$ cat src/rtl/alu_dispatch_if.sv
// rtl/alu_dispatch_if.sv - request/response handshake bundle for alu_dispatch
interface alu_dispatch_if;
    logic        req_valid;
    logic        req_ready;
    logic [31:0] req_instr;
    logic [31:0] req_a;
    logic [31:0] req_b;
    logic        rsp_valid;
    logic        rsp_ready;
    logic [31:0] rsp_data;
    logic        rsp_err;

    modport slave (
        input  req_valid, req_instr, req_a, req_b, rsp_ready,
        output req_ready, rsp_valid, rsp_data, rsp_err
    );

    modport master (
        output req_valid, req_instr, req_a, req_b, rsp_ready,
        input  req_ready, rsp_valid, rsp_data, rsp_err
    );
endinterface

$ cat src/rtl/alu_dispatch.sv
// rtl/alu_dispatch.sv - one-at-a-time dispatcher around a combinational ALU
// Optional illegal-instruction bypass enabled by ALU_DISPATCH_ILLEGAL_CHK_EN.
module alu_dispatch #(
    parameter int MUL_LAT = 2,
    parameter int CNT_W   = 16
) (
    input  logic             clk,
    input  logic             rst_n,
    alu_dispatch_if.slave    bus,
    output logic [31:0]      alu_in1,
    output logic [31:0]      alu_in2,
    output logic [31:0]      alu_instr,
    input  logic [31:0]      alu_out,
    output logic [CNT_W-1:0] done_cnt
);
    typedef enum logic [1:0] {IDLE = 2'd0, EXEC = 2'd1, RESP = 2'd2} state_t;

    localparam logic [3:0] OP_MUL   = 4'b0010;
    localparam logic [3:0] MUL_LOAD = 4'(MUL_LAT);

    state_t           state_q, state_d;
    logic [3:0]       wait_q, wait_d;
    logic             req_ready_q, req_ready_d;
    logic             rsp_valid_q, rsp_valid_d;
    logic             rsp_err_q, rsp_err_d;
    logic [31:0]      rsp_data_q, rsp_data_d;
    logic [31:0]      in1_q, in1_d;
    logic [31:0]      in2_q, in2_d;
    logic [31:0]      instr_q, instr_d;
    logic [CNT_W-1:0] done_q, done_d;
    logic             skip;

    always_comb begin
`ifdef ALU_DISPATCH_ILLEGAL_CHK_EN
        skip = (bus.req_instr[27:24] > 4'b0101) || (bus.req_instr[2:0] > 3'b011);
`else
        skip = 1'b0;
`endif
    end

    always_comb begin
        state_d     = state_q;
        wait_d      = wait_q;
        req_ready_d = req_ready_q;
        rsp_valid_d = rsp_valid_q;
        rsp_err_d   = rsp_err_q;
        rsp_data_d  = rsp_data_q;
        in1_d       = in1_q;
        in2_d       = in2_q;
        instr_d     = instr_q;
        done_d      = done_q;
        case (state_q)
            IDLE: begin
                if (bus.req_valid && req_ready_q) begin
                    req_ready_d = 1'b0;
                    if (skip) begin
                        // Rejected requests never reach the ALU, so alu_* keep the last operands.
                        state_d     = RESP;
                        rsp_valid_d = 1'b1;
                        rsp_data_d  = 32'd0;
                        rsp_err_d   = 1'b1;
                    end else begin
                        in1_d   = bus.req_a;
                        in2_d   = bus.req_b;
                        instr_d = bus.req_instr;
                        wait_d  = (bus.req_instr[27:24] == OP_MUL) ? MUL_LOAD : 4'd1;
                        state_d = EXEC;
                    end
                end
            end
            EXEC: begin
                if (wait_q <= 4'd1) begin
                    wait_d      = 4'd0;
                    rsp_data_d  = alu_out;
                    rsp_valid_d = 1'b1;
                    rsp_err_d   = 1'b0;
                    state_d     = RESP;
                end else begin
                    wait_d = wait_q - 4'd1;
                end
            end
            RESP: begin
                if (bus.rsp_ready) begin
                    state_d     = IDLE;
                    rsp_valid_d = 1'b0;
                    rsp_err_d   = 1'b0;
                    req_ready_d = 1'b1;
                    if (done_q != {CNT_W{1'b1}}) begin
                        done_d = done_q + CNT_W'(1);
                    end
                end
            end
            default: begin
                state_d     = IDLE;
                req_ready_d = 1'b1;
                rsp_valid_d = 1'b0;
            end
        endcase
    end

    always_ff @(posedge clk or negedge rst_n) begin
        if (!rst_n) begin
            state_q     <= IDLE;
            wait_q      <= 4'd0;
            req_ready_q <= 1'b1;
            rsp_valid_q <= 1'b0;
            rsp_err_q   <= 1'b0;
            rsp_data_q  <= 32'd0;
            in1_q       <= 32'd0;
            in2_q       <= 32'd0;
            instr_q     <= 32'd0;
            done_q      <= '0;
        end else begin
            state_q     <= state_d;
            wait_q      <= wait_d;
            req_ready_q <= req_ready_d;
            rsp_valid_q <= rsp_valid_d;
            rsp_err_q   <= rsp_err_d;
            rsp_data_q  <= rsp_data_d;
            in1_q       <= in1_d;
            in2_q       <= in2_d;
            instr_q     <= instr_d;
            done_q      <= done_d;
        end
    end

    assign bus.req_ready = req_ready_q;
    assign bus.rsp_valid = rsp_valid_q;
    assign bus.rsp_data  = rsp_data_q;
    assign bus.rsp_err   = rsp_err_q;
    assign alu_in1       = in1_q;
    assign alu_in2       = in2_q;
    assign alu_instr     = instr_q;
    assign done_cnt      = done_q;
endmodule
$ cat src/flat_wrapper.sv
// flat-port wrapper written by rule: the top's interface ports become plain ports
module alu_dispatch_flat 
#(
    parameter int MUL_LAT = 2,
    parameter int CNT_W   = 16
)
  (clk, rst_n, alu_in1, alu_in2, alu_instr, alu_out, done_cnt, bus_req_valid, bus_req_instr, bus_req_a, bus_req_b, bus_rsp_ready, bus_req_ready, bus_rsp_valid, bus_rsp_data, bus_rsp_err);
  alu_dispatch_if bus_i ();
  input  logic clk;
  input  logic rst_n;
  output logic [31:0] alu_in1;
  output logic [31:0] alu_in2;
  output logic [31:0] alu_instr;
  input  logic [31:0] alu_out;
  output logic [CNT_W-1:0] done_cnt;
  input wire logic [$bits(bus_i.req_valid)-1:0] bus_req_valid;
  input wire logic [$bits(bus_i.req_instr)-1:0] bus_req_instr;
  input wire logic [$bits(bus_i.req_a)-1:0] bus_req_a;
  input wire logic [$bits(bus_i.req_b)-1:0] bus_req_b;
  input wire logic [$bits(bus_i.rsp_ready)-1:0] bus_rsp_ready;
  output wire logic [$bits(bus_i.req_ready)-1:0] bus_req_ready;
  output wire logic [$bits(bus_i.rsp_valid)-1:0] bus_rsp_valid;
  output wire logic [$bits(bus_i.rsp_data)-1:0] bus_rsp_data;
  output wire logic [$bits(bus_i.rsp_err)-1:0] bus_rsp_err;
  assign bus_i.req_valid = bus_req_valid;
  assign bus_i.req_instr = bus_req_instr;
  assign bus_i.req_a = bus_req_a;
  assign bus_i.req_b = bus_req_b;
  assign bus_i.rsp_ready = bus_rsp_ready;
  assign bus_req_ready = bus_i.req_ready;
  assign bus_rsp_valid = bus_i.rsp_valid;
  assign bus_rsp_data = bus_i.rsp_data;
  assign bus_rsp_err = bus_i.rsp_err;
  alu_dispatch #(.MUL_LAT(MUL_LAT), .CNT_W(CNT_W)) u_core (.clk(clk), .rst_n(rst_n), .bus(bus_i), .alu_in1(alu_in1), .alu_in2(alu_in2), .alu_instr(alu_instr), .alu_out(alu_out), .done_cnt(done_cnt));
endmodule
$ cat config.mk
export PLATFORM = sky130hd
export DESIGN_NAME = alu_dispatch_flat
export DESIGN_NICKNAME = d
export VERILOG_FILES = /design/src/rtl/alu_dispatch_if.sv /design/src/rtl/alu_dispatch.sv /design/src/flat_wrapper.sv
export SDC_FILE = /design/constraint.sdc
export NUM_CORES = 1
export LEC_CHECK = 0
export CAP_MARGIN = 20
export CORE_ASPECT_RATIO = 1.2
export CORE_MARGIN = 5
export CORE_UTILIZATION = 40
export CTS_BUF_LIST = sky130_fd_sc_hd__clkbuf_16
export CTS_CLUSTER_SIZE = 25
export DETAILED_ROUTE_END_ITERATION = 6
export GPL_ROUTABILITY_DRIVEN = 0
export PLACE_DENSITY = 0.78
export SLEW_MARGIN = 20
export SYNTH_ARGS = -nofsm -noshare
export SYNTH_HDL_FRONTEND = slang
export SYNTH_SLANG_ARGS = --single-unit
$ cat constraint.sdc
create_clock -name clk -period 4 [get_ports clk]
set_input_delay 0.8 -clock clk [delete_from_list [all_inputs] [get_ports clk]]
set_output_delay 0.8 -clock clk [all_outputs]
set_load 0.005 [all_outputs]
After elaboration in Yosys (flattened, before gate mapping)
Cells that the tools add are included.
- output and inout port bits: 147
- memories: 0
- latch bits: 0
- logic and storage cells: 50
- flip-flop bits (word level): 153
- memory bits (read-only): 0
- bits in writable memories: 0
- bits of input ports: 132
- $mul: 0
- bitwise operators: 2
- mux-type cells: 16
- add/subtract/negate cells: 2
- shift operators: 0
- eq/ne operators: 7
- order comparisons: 1
- div/mod/pow operators: 0
- reduce and logical (&&, ||, !) cells: 12
- operators by type and width (kind ; number):
    16-bit by 1-bit adder with 16-bit output, second input constant ; 1
    16-bit inequality test, second input constant ; 1
    3-bit AND reduction ; 5
    2-bit 2-to-1 mux ; 4
    4-bit 2-to-1 mux ; 2
    4-bit one-hot mux with 2 select lines ; 1
    1-bit one-hot mux with 3 select lines ; 2
    2-bit one-hot mux with 3 select lines ; 1
    2-bit AND reduction ; 3
    1-bit 2-to-1 mux ; 5
    4-bit by 2-bit == test with 1-bit output, second input constant ; 1
    4-bit by 1-bit less-or-equal comparator with 1-bit output, second input constant ; 1
    2-bit by 1-bit inequality test with 1-bit output, second input constant ; 2
    2-bit nonzero test ; 2
    4-bit by 1-bit subtractor with 4-bit output, second input constant ; 1
    2-bit by 1-bit == test with 1-bit output, second input constant ; 1
    2-bit == test, second input constant ; 1
    2-bit logical NOT ; 1
    2-bit inequality test, second input constant ; 1
    1-bit NOT ; 2
    1-bit one-hot mux with 2 select lines ; 1
    1-bit logical AND ; 1

Longest topological paths before layout
Gate-level depths: netlist of the first run.
- depth after elaboration: 4
- gate-level depth with buffers: 6
- mapped depth without buffers: 6

Least setup slack after synthesis of the first run
No wires, ideal clock.
- path type: input to register
- start: input port bus_req_valid
- end: register u_core.in1_q[18] (netlist: u_core.alu_in1[18])
- path buffers: 2
- required time: 3875 ps
- slack: 2136 ps
- arrival time: 1739 ps
- library setup time: 125 ps
- stages on the path: 4
- cell sequence: and4bb_2 -> buf_2 -> buf_2 -> mux2_2
- cells in the longest elaborated chain, start to end: 2
- ends and longest elaborated chain (what ; RTL line ; RTL):
    start, declared ; flat_wrapper.sv:16 ; input wire logic [$bits(bus_i.req_valid)-1:0] bus_req_valid;
    1-bit logical AND ; alu_dispatch.sv:54 ; if (bus.req_valid && req_ready_q) begin
    2-bit AND reduction (no line) ; n/a ;
    end signal, assigned ; alu_dispatch.sv:120 ; in1_q <= in1_d;
    end, declared ; alu_dispatch.sv:27 ; logic [31:0] in1_q, in1_d;
No other way between the ends.
A chain may end at the register's enable or synchronous reset.

Final worst setup path of the first run
- start: register u_core.wait_q[0]
- end: register u_core.rsp_data_q[19] (netlist: u_core.bus.rsp_data[19])
- cells in the longest elaborated chain, start to end: 2
- ends and longest elaborated chain (what ; RTL line ; RTL):
    start, declared ; alu_dispatch.sv:22 ; logic [3:0] wait_q, wait_d;
    start signal, assigned ; alu_dispatch.sv:115 ; wait_q <= wait_d;
    4-bit by 1-bit less-or-equal comparator with 1-bit output ; alu_dispatch.sv:72 ; if (wait_q <= 4'd1) begin
    2-bit AND reduction (no line) ; n/a ;
    end signal, assigned ; alu_dispatch.sv:119 ; rsp_data_q <= rsp_data_d;
    end, declared ; alu_dispatch.sv:26 ; logic [31:0] rsp_data_q, rsp_data_d;
No other way between the ends.

==> results.sh, run 1 <==
export IMPL_power_density_mw_per_mm2=693.9
export IMPL_worstSetupStartpointType="flip-flop"
export IMPL_finalCritPeriodShare_pct=59.54
export IMPL_leakage_nw=4.043
export IMPL_antenna_cells=0
export IMPL_hp_class="primary input to asynchronous set/reset pin"
export IMPL_end_kind="flip-flop"
export IMPL_setup_tns_final_ps=0
export IMPL_r2r_end="u_core.bus.rsp_data[19]"
export IMPL_timing_rr_start="u_core.wait_q[0]"
export IMPL_ir_drop_v=0.0004278
export IMPL_dp_hpwl_microns=11960
export IMPL_synth_edff_count=0
export IMPL_avgSynthCellArea_sq_um=15.23
export IMPL_synth_top_area_share_pct=63.29
export IMPL_clkTransAtPathRegs_ps=60
export IMPL_cts_tree="built"
export IMPL_fin_crit_ps=2381
export IMPL_synth_area_sq_mm=0.005971
export IMPL_grt_pass1_vias=4734
export IMPL_synth_largest_area_cell="dfrtp_1"
export IMPL_synth_warnings=0
export IMPL_wl_microns=15860
export IMPL_rsz0062_at_grt="false"
export IMPL_postRouteAntennaNets=0
export IMPL_synth_seq_area_share_pct=63.73
export IMPL_synth_area_leaders="dfrtp_1 (63%), mux2_2 (25%), xor2_1 (1.3%), buf_2 (1.2%), nor3_1 (0.84%)"
export IMPL_synth_main_ff_cell="dfrtp_1"
export IMPL_slew_headroom_pct=40.92
export IMPL_place_ws_ps=1395
export IMPL_max_freq_mhz=419.9
export IMPL_final_nets=810
export IMPL_syn_num_nets=527
export IMPL_hold_violations=0
export IMPL_drt_iter0_markers=226
export IMPL_grt_pass1_wl_microns=24490
export IMPL_antenna_found_initial=0
export IMPL_finalSetupViolations=0
export IMPL_fillCellCount=1147
export IMPL_drt_pass1_iter_count=4
export IMPL_start_util_pct=40.24
export IMPL_drive_gt1_share_pct=24.42
export IMPL_outcome="complete, no violations"
export IMPL_vias_per_cell=4.815
export IMPL_ctsHoldBuffers=0
export IMPL_tightest_slew_ps=879.5
export IMPL_cts_sinks=152
export IMPL_drv_cap=0
export IMPL_clk_latency_ps=410
export IMPL_max_clock_path_buffers=2
export IMPL_fin_area_sq_mm=0.009524
export IMPL_track_usage_pct=18.15
export IMPL_rows=49
export IMPL_core_area_sq_mm=0.01484
export IMPL_yosysUniqueCellTypes=40
export IMPL_cts_inserted_buffers=17
export IMPL_pin_count=279
export IMPL_drc=0
export IMPL_setup_ws_ps=1619
export IMPL_post_drt_wl_per_cell_microns=17.78
export IMPL_grt_start_max_net_pins=103
export IMPL_h_tree_depth=4
export IMPL_crit_path_max_fanout=20
export IMPL_ys_ff_latch=152
export IMPL_crit_start="u_core.wait_q[0]"
export IMPL_crit_arrival_ps=2670
export IMPL_reg2reg_slack_ps=1620
export IMPL_async_flop_share_pct=100.0
export IMPL_dieArea_sq_mm=0.01748
export IMPL_grt_remaining_overflow=0
export IMPL_dpl_cell_area_sq_mm=0.008962
export IMPL_worst_endpoint_required_ps=4290
export IMPL_die_x_microns=121.5
export IMPL_worstSetupPathType="flip-flop to flip-flop"
export IMPL_syn_inst=392
export IMPL_area_growth_pct=59.51
export IMPL_dr_total_vias=4295
export IMPL_cts_root_buf="clkbuf_16"
export IMPL_port_buffers=277
export IMPL_skew_ps=5.070
export IMPL_slew_viol_final=0
export IMPL_post_cts_resized=0
export IMPL_post_cts_buffers=0
export IMPL_reg2reg_depth=6
export IMPL_dieHeight_microns=143.8
## Yosys cell counts (2+ instances only)
cell and n:
dfrtp_1 151, nand4_1 4, nand3_1 4, xnor2_1 3
nor4b_1 3, inv_1 6, o21ai_0 2, nand2_1 10
a21oi_1 5, nor2_1 9, nor3_1 10, and2_1 2
a21o_1 2, xor2_1 9, ha_1 3, mux2_2 130
nand2b_1 2, and3_1 2, buf_2 14
## sequential cells by signal, indices dropped and copies added (netlist names)
register,cells
u_core.alu_instr,32
u_core.alu_in1,32
u_core.bus.rsp_valid,1
u_core.alu_in2,32
u_core.wait_q,4
u_core.done_cnt,16
u_core.bus.rsp_data,32
u_core.bus.req_ready,1
u_core.state_q,2
## final cells by class
type	count	area [sq um]	share of cell area, %
clock buffer	17	425.4	4.467
timing repair buffer	280	2821	29.62
sequential	152	3805	39.95
multi-input combinational	218	2058	21.61
tap	204	255.2	2.680
inverter	6	22.52	0.2365
clock inverter	15	136.4	1.432
## critical path, cell delays in order, from the launching register on
cell and delay [ps]:
dfrtp_1 420, inv_1 70, ha_1 160, nor2_1 80, nor4_4 740, buf_4 400
mux2_2 370
## routing by layer
layer | part of all wire (%) | vias to the layer above | GRT usage (%)
met2 | 53 | 176 | 32.11
met5 | 0 | - | 0
met4 | 2.4 | 0 | 7.021
met3 | 9.9 | 22 | 8.583
met1 | 34 | 2136 | 18.55
li1 | - | 1961 | -
## cell usage in the layout (no fill, tap or decap), types with 2 or more instances in the layout
master	Yosys	layout
clkdlybuf4s50_1	0	276
nand4_1	4	4
nand2b_1	2	2
nand3_1	4	4
bufinv_16	0	2
a21o_1	2	2
and2_1	2	2
nor3_1	10	10
and3_1	2	2
clkinv_2	0	2
a21oi_1	5	5
nor4b_1	3	3
clkinvlp_4	0	4
o21ai_0	2	2
dfrtp_1	151	151
buf_12	0	2
nand2_1	10	10
inv_1	6	7
clkinv_1	0	4
xnor2_1	3	3
ha_1	3	3
clkbuf_16	0	17
nor2_1	9	9
xor2_1	9	9
mux2_2	130	130
## report_power, final
| group | internal, mW | switching [mW] | total, mW |
|---|---|---|---|
| clock | 0.906 | 0.609 | 1.51 |
| combinational | 1.75 | 0.778 | 2.53 |
| sequential | 2.19 | 0.371 | 2.57 |
## how the worst max path moves through the flow
stage	end	slack, ps	depth (start not counted)
after floorplan	u_core.alu_in1[18]	2140	4
after global placement	u_core.wait_q[0]	1430	6
after detailed placement	u_core.wait_q[0]	1400	6
after CTS	u_core.bus.rsp_data[19]	1590	6
after global routing	u_core.bus.rsp_data[19]	1460	6
final	u_core.bus.rsp_data[19]	1620	6
## stage by stage
stage | hold slack [ps] | utilization [%] | total power, mW | cells
2_1_floorplan | 482.8 | - | 3.464 | 392
3_3_place_gp | 480.3 | 60.41 | 5.039 | 860
3_5_place_dp | 481.1 | 60.41 | 5.156 | 860
4_1_cts | 494.9 | 64.19 | 6.709 | 892
5_1_grt | 512.3 | 64.19 | 6.996 | 892
6_report | 454.6 | 64.19 | 6.609 | 892
## kinds of logic after synthesis
logic type,after synthesis,share of synthesized area [%]
multiplexers,131,24.71
adder cells (fa/ha/maj),3,0.6287
XOR/XNOR,12,1.760
AO/OA/AOI/OAI,13,1.362
buffers and inverters,22,1.865
other,1,0.06281
flip-flops,152,63.73
AND/OR/NAND/NOR,58,5.889
Power figures use the tool's default switching activity.
==> run 2, diff against run 1 <==
==> constraint.sdc (replaced) <==
create_clock -name clk -period 2.2 [get_ports clk]
set_input_delay 0.44 -clock clk [delete_from_list [all_inputs] [get_ports clk]]
set_output_delay 0.44 -clock clk [all_outputs]
set_load 0.005 [all_outputs]
==> results.sh, run 2 (synthesis gave the netlist of run 1 again) <==
export IMPL_cts_inserted_buffers=17
export IMPL_area_growth_pct=60.16
export IMPL_start_util_pct=40.24
export IMPL_timing_rr_start="u_core.state_q[1]"
export IMPL_drt_iter0_markers=227
export IMPL_grt_remaining_overflow=0
export IMPL_worst_path_dominant_cell_family="flip-flops"
export IMPL_wl_microns=16280
export IMPL_leakage_nw=4.080
export IMPL_worstSetupPathType="flip-flop to primary output"
export IMPL_violations="negative hold slack"
export IMPL_crit_path_top_delay_cell="dfstp_2"
export IMPL_ir_drop_v=0.0007540
export IMPL_crit_path_max_fanout=4
export IMPL_core_area_sq_mm=0.01484
export IMPL_postRouteAntennaNets=0
export IMPL_cpPeakStageDelay_ps=560
export IMPL_fillCellCount=1144
export IMPL_dp_hpwl_microns=12350
export IMPL_final_nets=816
export IMPL_r2r_end="u_core.bus.rsp_data[24]"
export IMPL_path_cells="clkdlybuf4s50_1"
export IMPL_drc=0
export IMPL_outcome="finished with violations"
export IMPL_hold_violations=2
export IMPL_track_usage_pct=18.77
export IMPL_finalSetupViolations=0
export IMPL_port_buffers=277
export IMPL_cts_tree="built"
export IMPL_hp_class="primary input to asynchronous set/reset pin"
export IMPL_drt_pass1_iter_count=4
export IMPL_end_kind="primary output"
export IMPL_power_density_mw_per_mm2=1244
export IMPL_max_freq_mhz=514.4
export IMPL_grt_start_max_net_pins=57
export IMPL_fin_crit_ps=1944
export IMPL_worst_endpoint_required_ps=1760
export IMPL_rows=49
export IMPL_cp_num_buf_inv=1
export IMPL_grt_pass1_vias=4808
export IMPL_drive_gt1_share_pct=24.71
export IMPL_cts_root_buf="clkbuf_16"
export IMPL_rsz0062_at_grt="false"
export IMPL_drv_cap=0
export IMPL_grt_pass1_wl_microns=25380
export IMPL_vias_per_cell=4.766
export IMPL_dr_total_vias=4270
export IMPL_layout_commonest_cell="clkdlybuf4s50_1"
export IMPL_worstSetupEndpoint="bus_req_ready"
export IMPL_dieArea_sq_mm=0.01748
export IMPL_hold_ws_ps=-12.29
export IMPL_skew_ps=4.577
export IMPL_max_clock_path_buffers=2
export IMPL_finalCritPeriodShare_pct=88.36
export IMPL_final_util_pct=64.45
export IMPL_worstSetupPathDepth=1
export IMPL_cts_sinks=152
export IMPL_worstSetupStartpointType="flip-flop"
export IMPL_die_x_microns=121.5
export IMPL_reg2reg_slack_ps=390
export IMPL_clk_latency_ps=410
export IMPL_slew_headroom_pct=61.09
export IMPL_h_tree_depth=4
export IMPL_crit_start="u_core.bus.req_ready"
export IMPL_pin_count=279
export IMPL_clkTransAtPathRegs_ps=60
export IMPL_post_cts_buffers=0
export IMPL_crit_arrival_ps=1500
export IMPL_post_drt_wl_per_cell_microns=18.17
export IMPL_reg2reg_depth=4
export IMPL_antenna_cells=0
export IMPL_tightest_slew_ps=579.1
export IMPL_antenna_found_initial=0
export IMPL_setup_tns_final_ps=0
export IMPL_dieHeight_microns=143.8
export IMPL_final_cell_mix="clkdlybuf4s50_1 (276), dfrtp_1 (151), mux2_2 (130)"
export IMPL_ctsHoldBuffers=0
export IMPL_slew_viol_final=0
export IMPL_post_cts_resized=0
[run 2: final cells by class]
type / count / area, sq um / share of cell area (%)
Clock inverter: 13 / 92.59 / 0.9682
Multi-Input combinational cell: 218 / 2058 / 21.52
Tap cell: 204 / 255.2 / 2.669
Inverter: 6 / 22.52 / 0.2355
Clock buffer: 17 / 425.4 / 4.449
Sequential cell: 152 / 3805 / 39.79
Timing Repair Buffer: 286 / 2904 / 30.37
[run 2: metrics by stage]
step | setup WS [ps] | hold WS [ps] | power (mW) | cells | cell area [sq um]
5_1_grt | 225.3 | 23.34 | 12.61 | 896 | 9563
4_1_cts | 236.1 | 7.062 | 12.10 | 896 | 9563
2_1_floorplan | 481.8 | 144.4 | 6.299 | 392 | 5971
6_report | 256.1 | -12.29 | 11.89 | 896 | 9563
3_3_place_gp | 162.6 | 443.2 | 9.204 | 866 | 9045
3_5_place_dp | 146.6 | 454.5 | 9.429 | 866 | 9045
[run 2: worst min-delay path by stage]
stage	cells after the start	to	start
after detailed placement	1	u_core.alu_in1[4]	rst_n
after CTS	1	u_core.bus.rsp_data[18]	rst_n
after floorplan	0	u_core.alu_in1[0]	rst_n
final	1	u_core.bus.rsp_data[18]	rst_n
after global routing	1	u_core.bus.rsp_data[18]	rst_n
after global placement	1	u_core.alu_in1[15]	rst_n
[run 2: layer usage]
layer  wire length [microns]  global-route usage, %
met2                    8661                  33.13
met3                    1440                  7.992
met1                    5700                  19.74
met5                       0                      0
met4                     473                  7.493
[run 2: power by group]
| part | leakage [nW] | switching (mW) | internal [mW] | total [mW] |
|---|---|---|---|---|
| logic | 1.92 | 1.44 | 3.21 | 4.66 |
| registers | 1.89 | 0.676 | 3.99 | 4.67 |
| clock network | 0.261 | 1.06 | 1.51 | 2.57 |
| total | 4.08 | 3.18 | 8.72 | 11.9 |
==> run 3, diff against run 2 <==
--- a/config.mk
+++ b/config.mk
@@ -5,16 +5,16 @@
 export SDC_FILE = /design/constraint.sdc
 export NUM_CORES = 1
 export LEC_CHECK = 0
-export CAP_MARGIN = 20
+export CAP_MARGIN = 5
 export CORE_ASPECT_RATIO = 1.2
 export CORE_MARGIN = 5
 export CORE_UTILIZATION = 40
 export CTS_BUF_LIST = sky130_fd_sc_hd__clkbuf_16
+export CTS_CLUSTER_DIAMETER = 30
 export CTS_CLUSTER_SIZE = 25
 export DETAILED_ROUTE_END_ITERATION = 6
 export GPL_ROUTABILITY_DRIVEN = 0
 export PLACE_DENSITY = 0.78
-export SLEW_MARGIN = 20
 export SYNTH_ARGS = -nofsm -noshare
 export SYNTH_HDL_FRONTEND = slang
 export SYNTH_SLANG_ARGS = --single-unit
==> results of run 3 <==
Final layout, timing and power as in run 2 (identical DEF).
